[src/rtl/instr_prefetch_pkg.sv]
// Shared types and constants for the instruction prefetch stage.
//   fetch_state_t : fetch FSM states (IDLE, FETCH, DROP)
//   INSTR_BYTES   : byte stride between sequential instructions
package instr_prefetch_pkg;

  typedef enum logic [1:0] {
    IDLE,
    FETCH,
    DROP
  } fetch_state_t;

  localparam int unsigned INSTR_BYTES = 2;

endpackage

[src/rtl/sync_fifo.sv]
// Small synchronous FIFO with a flush and a head output read from registers.
// Ports:
//   clk, reset     : clock, asynchronous active-low reset
//   push/push_data : write one entry (dropped if full and not popping)
//   pop            : remove head (ignored when empty)
//   flush          : empty the FIFO; overrides push and pop
//   head           : current head entry (no combinational path from inputs)
//   count          : number of valid entries
//   full, empty    : status flags
module sync_fifo #(
  parameter int unsigned WIDTH = 32,
  parameter int unsigned DEPTH = 4
) (
  input  logic                     clk,
  input  logic                     reset,
  input  logic                     push,
  input  logic [WIDTH-1:0]         push_data,
  input  logic                     pop,
  input  logic                     flush,
  output logic [WIDTH-1:0]         head,
  output logic [$clog2(DEPTH):0]   count,
  output logic                     full,
  output logic                     empty
);

  localparam int unsigned AW = $clog2(DEPTH);
  localparam int unsigned CW = AW + 1;

  logic [WIDTH-1:0] mem_q [DEPTH];
  logic [AW-1:0]    wr_ptr_q, rd_ptr_q;
  logic [CW-1:0]    count_q, count_d;
  logic             do_push, do_pop;

  assign empty   = (count_q == '0);
  assign full    = (count_q == CW'(DEPTH));
  assign do_pop  = pop && !empty;
  assign do_push = push && (!full || do_pop);

  always_comb begin
    count_d = count_q;
    if (do_push && !do_pop) begin
      count_d = count_q + CW'(1);
    end else if (!do_push && do_pop) begin
      count_d = count_q - CW'(1);
    end
  end

  always_ff @(posedge clk or negedge reset) begin
    if (!reset) begin
      for (int i = 0; i < int'(DEPTH); i++) begin
        mem_q[i] <= '0;
      end
      wr_ptr_q <= '0;
      rd_ptr_q <= '0;
      count_q  <= '0;
    end else if (flush) begin
      wr_ptr_q <= '0;
      rd_ptr_q <= '0;
      count_q  <= '0;
    end else begin
      if (do_push) begin
        mem_q[wr_ptr_q] <= push_data;
        wr_ptr_q        <= wr_ptr_q + AW'(1);
      end
      if (do_pop) begin
        rd_ptr_q <= rd_ptr_q + AW'(1);
      end
      count_q <= count_d;
    end
  end

  assign head  = mem_q[rd_ptr_q];
  assign count = count_q;

endmodule

[src/rtl/instr_prefetch.sv]
// Instruction fetch stage: owns the fetch PC, issues one outstanding request at a
// time to instruction memory and buffers {pc, instr} pairs for the datapath.
// Ports:
//   clk, reset                     : clock, asynchronous active-low reset
//   imem_req/imem_addr             : memory request and its byte address
//   imem_ack/imem_rdata            : memory return strobe and instruction word
//   instr_valid/instr/instr_pc     : registered FIFO head towards the datapath
//   instr_ready                    : datapath consumes the head
//   redirect/redirect_pc           : taken branch/jump, flushes and retargets fetch
module instr_prefetch
  import instr_prefetch_pkg::*;
#(
  parameter int unsigned   N        = 16,
  parameter int unsigned   DEPTH    = 4,
  parameter logic [N-1:0]  RESET_PC = 16'h0000
) (
  input  logic         clk,
  input  logic         reset,
  output logic         imem_req,
  output logic [N-1:0] imem_addr,
  input  logic         imem_ack,
  input  logic [N-1:0] imem_rdata,
  output logic         instr_valid,
  output logic [N-1:0] instr,
  output logic [N-1:0] instr_pc,
  input  logic         instr_ready,
  input  logic         redirect,
  input  logic [N-1:0] redirect_pc
);

  localparam int unsigned CW = $clog2(DEPTH) + 1;

  fetch_state_t   state_q, state_d;
  logic [N-1:0]   fetch_pc_q, fetch_pc_d;
  logic [N-1:0]   req_addr_q, req_addr_d;
  logic [N-1:0]   next_seq_pc;

  logic           fifo_push, fifo_pop, fifo_flush;
  logic [2*N-1:0] fifo_head;
  logic [CW-1:0]  fifo_count;
  logic           fifo_full, fifo_empty;
  logic [CW:0]    post_push_count;
  logic           space_after_push;

  assign next_seq_pc = fetch_pc_q + N'(INSTR_BYTES);

  // Occupancy after this cycle's push, accounting for a simultaneous pop.
  assign post_push_count  = {1'b0, fifo_count} + (CW+1)'(1) - (CW+1)'(fifo_pop);
  assign space_after_push = (post_push_count < (CW+1)'(DEPTH));

  // State register
  always_ff @(posedge clk or negedge reset) begin
    if (!reset) begin
      state_q    <= IDLE;
      fetch_pc_q <= RESET_PC;
      req_addr_q <= RESET_PC;
    end else begin
      state_q    <= state_d;
      fetch_pc_q <= fetch_pc_d;
      req_addr_q <= req_addr_d;
    end
  end

  // Next-state logic
  always_comb begin
    state_d    = state_q;
    fetch_pc_d = fetch_pc_q;
    req_addr_d = req_addr_q;
    unique case (state_q)
      IDLE: begin
        if (redirect) begin
          fetch_pc_d = redirect_pc;
        end else if (!fifo_full) begin
          state_d    = FETCH;
          req_addr_d = fetch_pc_q;
        end
      end
      FETCH: begin
        if (redirect) begin
          fetch_pc_d = redirect_pc;
          // A request cannot be withdrawn; without the ack it must drain in DROP.
          state_d    = imem_ack ? IDLE : DROP;
        end else if (imem_ack) begin
          fetch_pc_d = next_seq_pc;
          if (space_after_push) begin
            req_addr_d = next_seq_pc;
          end else begin
            state_d = IDLE;
          end
        end
      end
      DROP: begin
        if (redirect) begin
          fetch_pc_d = redirect_pc;
        end
        if (imem_ack) begin
          state_d = IDLE;
        end
      end
      default: state_d = IDLE;
    endcase
  end

  // Outputs and FIFO control
  always_comb begin
    imem_req   = (state_q != IDLE);
    imem_addr  = req_addr_q;
    fifo_push  = (state_q == FETCH) && imem_ack && !redirect;
    fifo_pop   = !fifo_empty && instr_ready && !redirect;
    fifo_flush = redirect;
  end

  sync_fifo #(
    .WIDTH (2 * N),
    .DEPTH (DEPTH)
  ) u_fifo (
    .clk       (clk),
    .reset     (reset),
    .push      (fifo_push),
    .push_data ({req_addr_q, imem_rdata}),
    .pop       (fifo_pop),
    .flush     (fifo_flush),
    .head      (fifo_head),
    .count     (fifo_count),
    .full      (fifo_full),
    .empty     (fifo_empty)
  );

  assign instr_valid       = !fifo_empty;
  assign {instr_pc, instr} = fifo_head;

endmodule

[config.mk]
export PLATFORM = sky130hd
export DESIGN_NAME = instr_prefetch
export DESIGN_NICKNAME = d
export VERILOG_FILES = /design/src/rtl/instr_prefetch_pkg.sv /design/src/rtl/sync_fifo.sv /design/src/rtl/instr_prefetch.sv
export SDC_FILE = /design/constraint.sdc
export NUM_CORES = 1
export LEC_CHECK = 0
export ABC_AREA = 1
export ABC_CLOCK_PERIOD_IN_PS = 5400
export CORE_UTILIZATION = 60
export CTS_BUF_LIST = sky130_fd_sc_hd__clkbuf_4 sky130_fd_sc_hd__clkbuf_8 sky130_fd_sc_hd__clkbuf_16
export DETAILED_ROUTE_END_ITERATION = 16
export GPL_ROUTABILITY_DRIVEN = 0
export MAX_ROUTING_LAYER = met4
export PLACE_DENSITY = 0.84
export RECOVER_POWER = 25
export SYNTH_ARGS = -nofsm -noshare
export SYNTH_HDL_FRONTEND = slang
export SYNTH_HIERARCHICAL = 1
export SYNTH_SLANG_ARGS = --single-unit
[constraint.sdc]
create_clock -name clk -period 5.4 [get_ports clk]
set_input_delay 0.81 -clock clk [delete_from_list [all_inputs] [get_ports clk]]
set_output_delay 0.81 -clock clk [all_outputs]
set_load 0.02 [all_outputs]
; ---- Word level (Yosys, flattened, before mapping)
; Index checks and enable logic that the tools add are counted.
[op_classes]
muxes = 31
n_reduce_logical = 28
bitwise_logic = 3
eq_ne = 12
n_lt_le_gt_ge = 4
add_sub_neg = 7
[op_table]
columns = op, n
row1 = $bwmux 128, 1
row2 = $mux 16, 8
row3 = $mux 32, 3
row4 = $bmux 32 s2, 1
row5 = $demux 32 s2, 1
row6 = $pmux 16 s2, 2
row7 = $mux 2, 11
row8 = $add 16x2->16 const B, 1
row9 = $ne 2x2->1 const B, 6
row10 = $reduce_bool 2->1, 5
row11 = $logic_and 1x1->1, 9
row12 = $mux 3, 3
row13 = $ge 3x3->1 const B, 2
row14 = $ne 3x3->1 const B, 2
row15 = $not 2->3, 2
row16 = $pmux 2 s3, 1
row17 = $reduce_and 6->1, 1
row18 = $logic_not 1->1, 5
row19 = $reduce_and 5->1, 1
row20 = $add 2x1->2 const B, 2
row21 = $add 3x1->4 const B, 1
row22 = $lt 4x3->1 const B, 1
row23 = $sub 4x1->4, 1
row24 = $add 3x1->3 const B, 1
row25 = 14 further kinds, 14
[totals]
word_cells = 95
reg_bits = 169

; ---- Longest topological paths before layout
; Gate-level depths: netlist of run 1.
[depth]
depth_word = 12
depth_mapped = 18
ltp_nobuf = 18

; ---- Cells and area by module
; Netlist of run 1, hierarchy kept.
[by_module_without_submodules]
columns = mod, area_each_um2, cells_per_inst, seq_area_each_um2, n_inst
row1 = sync_fifo, 6326.1, 801, 3378.2, 1
row2 = instr_prefetch, 2105.8, 301, 850.8, 1

; ---- Worst setup path after synthesis of run 1
; No wires, ideal clock.
[synth_path]
path_type = register to output
startpoint = reg u_fifo.rd_ptr_q[0]
endpoint = out instr[0]
t_arrival_ns = 1.581
n_path_buf = 3
path_stages_with_launch = 7
required_time_ns = 4.590
path_slack_ns = 3.009
path_cell_list = dfrtp_1 clkbuf_1 inv_1 clkbuf_1 clkbuf_1 nor2_1 o22ai_1
[synth_via]
elab_chain_len = 4
[synth_lines]
columns = item, line_no
row1 = from (decl), sync_fifo.sv:30  ; logic [AW-1:0] wr_ptr_q, rd_ptr_q;
row2 = from (signal assigned), sync_fifo.sv:66  ; rd_ptr_q <= rd_ptr_q + AW'(1);
row3 = $not 2->3 (not written as such), sync_fifo.sv:72  ; assign head = mem_q[rd_ptr_q];
row4 = $bmux 32 s2, sync_fifo.sv:72
row5 = $mux 32 (not written as such) (2 in series), sync_fifo.sv:72
row6 = to (decl), instr_prefetch.sv:24  ; output logic [N-1:0] instr,
; Every way passes these cells. The select of a mux whose other input is x is not followed.

; ---- Worst setup path after layout of run 1
[layout_path]
startpoint = reg u_fifo.rd_ptr_q[1]
endpoint = out instr_pc[15]
[layout_via]
elab_chain_len = 4
[layout_lines]
columns = item, line_no
row1 = $not 2->3 (not written as such), sync_fifo.sv:72
row2 = $bmux 32 s2, sync_fifo.sv:72
row3 = $mux 32 (not written as such) (2 in series), sync_fifo.sv:72
row4 = to (decl), instr_prefetch.sv:25  ; output logic [N-1:0] instr_pc,
; Every way passes these cells. The select of a mux whose other input is x is not followed.

==> impl_metrics.py, run 1 <==
metrics = {
    "global_routing": {
        "total_track_usage": 0.323,
        "grt_overflow": 0,
        "grt_pass1_vias": 7309,
        "antenna_found_initial": 0,
        "first_pass_grt_wire_length_um": 35700,
        "grt_max_degree": 80,
    },
    "sta": {
        "slew_headroom": -0.548,
        "report.final.setup_viol": 0,
        "maxSlewViolCount": 45,
        "rsz0062_at_grt": "no",
        "post-route-period-util": 0.724,
        "finalHoldViolations": 0,
        "tightestPinTransition_ns": 2.32,
        "smallest_setup_slack_after_layout_ns": 1.49,
        "fin_tns_setup_ns": 0,
        "timing.clock.skew_ns": 0.00673,
        "clock.fmax_mhz": 256,
        "final.min_clock_period_ns": 3.91,
    },
    "clock_network": {
        "tritoncts_clock_tree": "built",
        "cts.hold.buffers_added": 0,
        "clk_pin_slew_worst_paths_ns": 0.06,
        "cts_max_path_buffers": 2,
        "cts-resized-gates": 0,
        "cts_made_buffers": 17,
        "clkLatencyLatePin_ns": 0.42,
        "htree_num_levels": 4,
        "cts-root-buf": "sky130_fd_sc_hd__clkbuf_16",
        "clkSinkCount": 169,
        "post-cts-setup-buffer-count": 0,
    },
    "power": {
        "cellPowerDensity_mw_per_mm2": 483,
        "worst_vdd_ir_uv": 331,
        "cellLeakagePower_nw": 5.12,
    },
    "logic_synthesis": {
        "combined_area_of_all_synthesized_cells_mm2": 0.00843,
        "yosys_register_bits": 169,
        "seq_area_frac_synth": 0.502,
        "synth.distinct_cells": 33,
        "average_cell_area_after_synthesis_um2": 7.65,
        "syn-instance-count": 1102,
        "synth_warnings": 6,
        "syn-num-nets": 1145,
    },
    "detailed_routing": {
        "detail_route.vias_per_cell": 5.79,
        "routedWlPerCell_um": 16.1,
        "num_vias": 7763,
        "drtPass1Iterations": 6,
        "route.detailed.drc": 0,
        "initialDrtViolationCount": 870,
        "final_wirelength_um": 21600,
        "remaining_antenna_violation_count_after_routing": 0,
    },
    "placement": {
        "dp_slack_ns": 1.59,
        "dp_hpwl_um": 12500,
        "buffer_ports.inserted": 86,
    },
    "critical_path": {
        "critPathSlowestCell": "sky130_fd_sc_hd__inv_1",
        "setup.worst_path.class": "flop to output pin",
        "worst-r2r-setup-slack_ns": 2.15,
        "worst_setup_path_start_kind": "flop",
        "crit_path_end_kind": "output pin",
        "maximum_single_stage_delay_on_the_critical_path_ns": 0.85,
        "regToRegEndpoint": "u_fifo/mem_q[90]$_DFFE_PN0P_",
        "timing.critical_path.required_ns": 4.59,
        "critical_path_buf_inv_count": 3,
        "critical_path.max_fanout": 33,
        "rr_startpoint": "state_q[0]$_DFFE_PN0P_",
        "cp.arrival_ns": 3.10,
        "r2r.worst_path.cells": 9,
        "cell_by_cell_trace_of_the_critical_path": "buf_4, inv_1, o21ai_0, o22ai_1, clkdlybuf4s50_1",
        "cp_top_family": "buffers and inverters",
    },
    "run_status": {
        "failed_checks": "max-capacitance violations, max-slew violations",
        "outcome": "complete, but fails checks",
    },
    "finish": {
        "area_delta_synth_final_pct": 17.8,
        "antennaDiodeCount": 0,
        "filler_cell_count": 1061,
        "seq_area_mm2": 0.00423,
        "final_net_count": 1196,
        "multi_input_comb_area_mm2": 0.00374,
        "drive_gt1_frac": 0.0652,
    },
    "min_path": {
        "holdCritPathClass": "input pin to async pin",
    },
    "floorplanning": {
        "fp.dieH_um": 121,
        "design.core.area_mm2": 0.0135,
        "dieArea_mm2": 0.0145,
        "fp.dieW_um": 121,
        "top_level_ports": 87,
        "row_count": 42,
        "start_util": 0.627,
    },
    "flow_run": {
        "max_cap_violations": 1,
    },
}
final cells by class:
type                    instances  area share
inverters                      44      0.0166
clock inverters                 9      0.0146
clock buffers                  22      0.0485
well taps                     176      0.0222
repair buffers                 99      0.0962
flip-flops and latches        169       0.426
multi-input cells             822       0.376
power breakdown:
group	leakage (nW)	total, mW	internal, mW	switching [mW]
Clock	0.316	1.29	0.815	0.477
Combinational	2.55	1.67	0.667	0.999
Sequential	2.25	1.84	1.56	0.284
Total	5.12	4.80	3.04	1.76
sequential cells by signal, summed over array words and instances, names as in the netlist:
signal           flops
imem_addr           16
fetch_pc_q          16
u_fifo/rd_ptr_q      2
state_q              2
u_fifo/count         3
u_fifo/wr_ptr_q      2
u_fifo/mem_q       128
kinds of logic after synthesis:
group	Yosys count	share of synthesized area
adders and majority gates	6	0.00979
buffers and inverters	111	0.0562
and+or+nand+nor	550	0.264
muxes	1	0.00134
AOI/OAI and AO/OA	260	0.162
xor gates and xnor gates	5	0.00519
DFF	169	0.502
how the worst max path moves through the flow:
stage                                         from                      endpoint  slack, ns  depth (start not counted)
floorplan           u_fifo/rd_ptr_q[0]$_DFFE_PN0P_                      instr[0]       3.01                          6
global placement                          redirect  u_fifo/mem_q[67]$_DFFE_PN0P_       1.70                         11
detailed placement                        redirect  u_fifo/mem_q[70]$_DFFE_PN0P_       1.59                         11
CTS                 u_fifo/rd_ptr_q[1]$_DFFE_PN0P_                  instr_pc[15]       1.54                          5
global route        u_fifo/rd_ptr_q[1]$_DFFE_PN0P_                      instr[8]       1.32                          5
finish              u_fifo/rd_ptr_q[1]$_DFFE_PN0P_                  instr_pc[15]       1.49                          5
synth_stat cells:
library cell                count  area share
sky130_fd_sc_hd__inv_1         38       0.017
sky130_fd_sc_hd__nand3b_1       2      0.0018
sky130_fd_sc_hd__buf_6          2      0.0027
sky130_fd_sc_hd__o2111ai_1      1      0.0010
sky130_fd_sc_hd__nor3_1         3      0.0018
sky130_fd_sc_hd__nand2_2        4      0.0030
sky130_fd_sc_hd__nand3_2        2      0.0024
sky130_fd_sc_hd__buf_1          6      0.0027
sky130_fd_sc_hd__clkbuf_1      31       0.014
sky130_fd_sc_hd__fa_1           1      0.0024
sky130_fd_sc_hd__o21ai_0      115       0.068
sky130_fd_sc_hd__nor2_8         1      0.0024
sky130_fd_sc_hd__a21oi_4        1      0.0019
sky130_fd_sc_hd__a31oi_1        1     0.00074
sky130_fd_sc_hd__nand3_1       35       0.021
sky130_fd_sc_hd__nand2_1      384        0.17
sky130_fd_sc_hd__nand4_1        5      0.0037
sky130_fd_sc_hd__ha_1           5      0.0074
sky130_fd_sc_hd__buf_4          3      0.0027
sky130_fd_sc_hd__o21bai_1       1     0.00089
sky130_fd_sc_hd__buf_2         25       0.015
sky130_fd_sc_hd__o31ai_1        1     0.00089
sky130_fd_sc_hd__inv_2          6      0.0027
sky130_fd_sc_hd__dfrtp_1      169        0.50
sky130_fd_sc_hd__nor2_2        12      0.0089
sky130_fd_sc_hd__a21oi_1        4      0.0024
sky130_fd_sc_hd__xnor2_1        1      0.0010
sky130_fd_sc_hd__nor2_1        99       0.044
sky130_fd_sc_hd__nand2_4        3      0.0040
sky130_fd_sc_hd__mux2_2         1      0.0013
sky130_fd_sc_hd__o22ai_1       36       0.027
sky130_fd_sc_hd__o21ai_1      100       0.059
sky130_fd_sc_hd__xor2_1         4      0.0042
through the flow:
| stage | hold slack, ns | power, mW | util | area (um^2) | instances |
|---|---|---|---|---|---|
| floorplan | 0.436 | 2.84 | - | 8430 | 1102 |
| global placement | 0.456 | 3.46 | 0.692 | 9310 | 1310 |
| global route | 0.460 | 5.08 | 0.738 | 9930 | 1341 |
| detailed placement | 0.464 | 3.50 | 0.692 | 9310 | 1310 |
| CTS | 0.437 | 4.80 | 0.739 | 9940 | 1341 |
| finish | 0.412 | 4.80 | 0.738 | 9930 | 1341 |
per-layer routing:
layer  global-route usage  vias up  routed length, um
met2                0.506      377              10300
met5                    -        -                  0
met3               0.0646       33               1840
met4                0.101        0                300
li1                     -     3695                  -
met1                0.427     3658               9180
layout by cell type, fill, tap and decap left out, types with 7 or more instances in the layout:
cell type	netlist	layout
sky130_fd_sc_hd__buf_4	3	12
sky130_fd_sc_hd__clkbuf_16	0	17
sky130_fd_sc_hd__clkdlybuf4s50_1	0	85
sky130_fd_sc_hd__dfrtp_1	169	168
sky130_fd_sc_hd__inv_1	38	37
sky130_fd_sc_hd__inv_2	6	7
sky130_fd_sc_hd__nand2_1	384	384
sky130_fd_sc_hd__nand3_1	35	35
sky130_fd_sc_hd__nor2_1	99	99
sky130_fd_sc_hd__nor2_2	12	12
sky130_fd_sc_hd__o21ai_0	115	115
sky130_fd_sc_hd__o21ai_1	100	100
sky130_fd_sc_hd__o22ai_1	36	36
Note: power is estimated with default switching activity, not from simulation.
==> run 2: changes to the inputs <==
- ABC_CLOCK_PERIOD_IN_PS: 5400 -> 3200
- CORE_UTILIZATION: 60 -> 52
- PLACE_DENSITY: 0.84 -> 0.77
- clock period: 5.4 -> 3.2 ns (I/O delays scaled with it)
==> impl_metrics.py, run 2 (same netlist as run 1, synthesis figures left out) <==
metrics = {
    "power": {
        "worst_vdd_ir_uv": 481,
        "power.share.combinational": 0.352,
        "cellPowerDensity_mw_per_mm2": 798,
        "power.switching_fraction": 0.384,
        "intPower_mw": 4.95,
        "total_switching_power_mw": 3.08,
        "cellLeakagePower_nw": 5.16,
        "pwr-share-clk": 0.261,
        "power_frac_seq": 0.388,
    },
    "clock_network": {
        "clkLatencyLatePin_ns": 0.43,
        "tritoncts_clock_tree": "built",
        "clk_pin_slew_worst_paths_ns": 0.06,
        "cts_max_path_buffers": 2,
        "cts-resized-gates": 0,
        "post-cts-setup-buffer-count": 0,
        "cts.hold.buffers_added": 0,
        "htree_num_levels": 4,
        "cts_made_buffers": 17,
        "cts-root-buf": "sky130_fd_sc_hd__clkbuf_16",
        "clkSinkCount": 169,
    },
    "sta": {
        "slew_headroom": -0.312,
        "timing.clock.skew_ns": 0.00937,
        "rsz0062_at_grt": "no",
        "report.final.setup_viol": 0,
        "smallest_setup_slack_after_layout_ns": 0.107,
        "tightestPinTransition_ns": 1.97,
        "finalHoldViolations": 0,
        "clock.fmax_mhz": 323,
        "fin_tns_setup_ns": 0,
        "maxSlewViolCount": 79,
        "post-route-period-util": 0.966,
        "final.min_clock_period_ns": 3.09,
    },
    "detailed_routing": {
        "final_wirelength_um": 22300,
        "route.detailed.drc": 0,
        "drtPass1Iterations": 5,
        "detail_route.vias_per_cell": 5.52,
        "initialDrtViolationCount": 664,
        "routedWlPerCell_um": 15.9,
        "num_vias": 7705,
        "remaining_antenna_violation_count_after_routing": 0,
    },
    "critical_path": {
        "cp.arrival_ns": 2.61,
        "crit_path_end_kind": "output pin",
        "setup.worst_path.class": "flop to output pin",
        "timing.critical_path.required_ns": 2.72,
        "critical_path.max_fanout": 21,
        "cell_by_cell_trace_of_the_critical_path": "inv_1, buf_4, o21ai_0, o22ai_1, clkdlybuf4s50_1",
        "maximum_single_stage_delay_on_the_critical_path_ns": 0.68,
        "critPathSlowestCell": "sky130_fd_sc_hd__dfrtp_1",
        "worst_setup_path_start_kind": "flop",
    },
    "global_routing": {
        "grt_pass1_vias": 7173,
        "total_track_usage": 0.291,
        "grt_max_degree": 88,
        "grt_overflow": 0,
        "first_pass_grt_wire_length_um": 36600,
        "antenna_found_initial": 0,
    },
    "floorplanning": {
        "top_level_ports": 87,
        "dieArea_mm2": 0.0167,
        "start_util": 0.531,
        "fp.dieW_um": 129,
        "fp.dieH_um": 129,
        "row_count": 46,
        "design.core.area_mm2": 0.0159,
    },
    "finish": {
        "largest_register_ffs": 128,
        "layout.cells.most_common": "sky130_fd_sc_hd__nand2_1",
        "area_delta_synth_final_pct": 19.4,
        "drive_gt1_frac": 0.0787,
        "most-common-layout-cells": "sky130_fd_sc_hd__nand2_1, sky130_fd_sc_hd__dfrtp_1, sky130_fd_sc_hd__o21ai_0",
        "final_net_count": 1211,
        "antennaDiodeCount": 0,
        "filler_cell_count": 1438,
        "largest_register": "u_fifo/mem_q",
    },
    "placement": {
        "buffer_ports.inserted": 86,
        "dp_hpwl_um": 13900,
        "dp_slack_ns": 0.529,
    },
    "run_status": {
        "outcome": "complete, but fails checks",
        "failed_checks": "max-capacitance violations, max-slew violations",
    },
    "flow_run": {
        "max_cap_violations": 1,
    },
    "min_path": {
        "holdCritPathClass": "flop to flop",
    },
}
## run 2: cell types whose count changed in the layout (fill, tap and decap cells not counted), moves of 2 or more
cell and change:
sky130_fd_sc_hd__clkbuf_8 -2, sky130_fd_sc_hd__clkinvlp_4 +4, sky130_fd_sc_hd__clkinv_4 +2, sky130_fd_sc_hd__clkbuf_4 -2
sky130_fd_sc_hd__buf_4 +15, sky130_fd_sc_hd__clkinv_2 -5, sky130_fd_sc_hd__bufinv_16 -2, sky130_fd_sc_hd__clkbuf_2 +2
sky130_fd_sc_hd__inv_6 +6
## run 2: path summary, 6_finish.rpt
check,start,endpoint,slack (ns),cells after the start
max reg2reg,u_fifo/count[1]$_DFFE_PN0P_,u_fifo/mem_q[83]$_DFFE_PN0P_,0.65,12
min reg2reg,fetch_pc_q[0]$_DFFE_PN0P_,imem_addr[0]$_DFFE_PN0P_,0.47,2
max,u_fifo/rd_ptr_q[1]$_DFFE_PN0P_,instr_pc[9],0.11,5
min in group asynchronous,reset,u_fifo/mem_q[76]$_DFFE_PN0P_,0.59,1
max in group asynchronous,reset,u_fifo/mem_q[116]$_DFFE_PN0P_,0.76,2
min,fetch_pc_q[0]$_DFFE_PN0P_,imem_addr[0]$_DFFE_PN0P_,0.47,2
## run 2: critical path, delay by kind of cell, from the launching register on
kind | cells | cell delay, ns
buf+inv | 3 | 1.13
flops | 1 | 0.68
compound gates | 2 | 0.37
## run 2: area by class of cell
class,count,area [um^2],area share
sequential,169,4230,0.420
clock inverter,14,160,0.0159
tap,216,270,0.0269
multi-input combinational,822,3740,0.371
clock buffer,18,439,0.0436
inverter,44,165,0.0164
timing repair buffer,114,1060,0.106
## run 2: routing by layer
layer / vias up / wire [um] / global-route usage
met3: 34 / 1490 / 0.0467
met2: 286 / 10600 / 0.453
li1: 3736 / - / -
met4: 0 / 380 / 0.0997
met1: 3649 / 9780 / 0.389
met5: - / 0 / -
## run 2: power by group through the flow
stage | clock (mW) | combinational (mW) | sequential, mW
global route | 2.21 | 3.13 | 3.19
detailed placement | 0 | 2.83 | 3.14
global placement | 0 | 2.76 | 3.13
finish | 2.09 | 2.82 | 3.11
CTS | 2.12 | 2.84 | 3.10
floorplan | 0 | 1.69 | 3.10
## run 2: stage by stage
step / total power [mW] / hold WS [ns] / instance area (um^2) / utilization / std cells
final: 8.03 / 0.469 / 10100 / 0.634 / 1397
after global routing: 8.52 / 0.495 / 10100 / 0.634 / 1397
after CTS: 8.07 / 0.111 / 10100 / 0.635 / 1397
after detailed placement: 5.97 / 0.460 / 9490 / 0.597 / 1365
after global placement: 5.89 / 0.450 / 9490 / 0.597 / 1365
after floorplan: 4.80 / 0.184 / 8430 / - / 1102
==> run 3: changes to the inputs <==
- HOLD_SLACK_MARGIN: not set -> 0.08
==> results of run 3 <==
Final layout, timing and power as in run 2 (identical DEF).
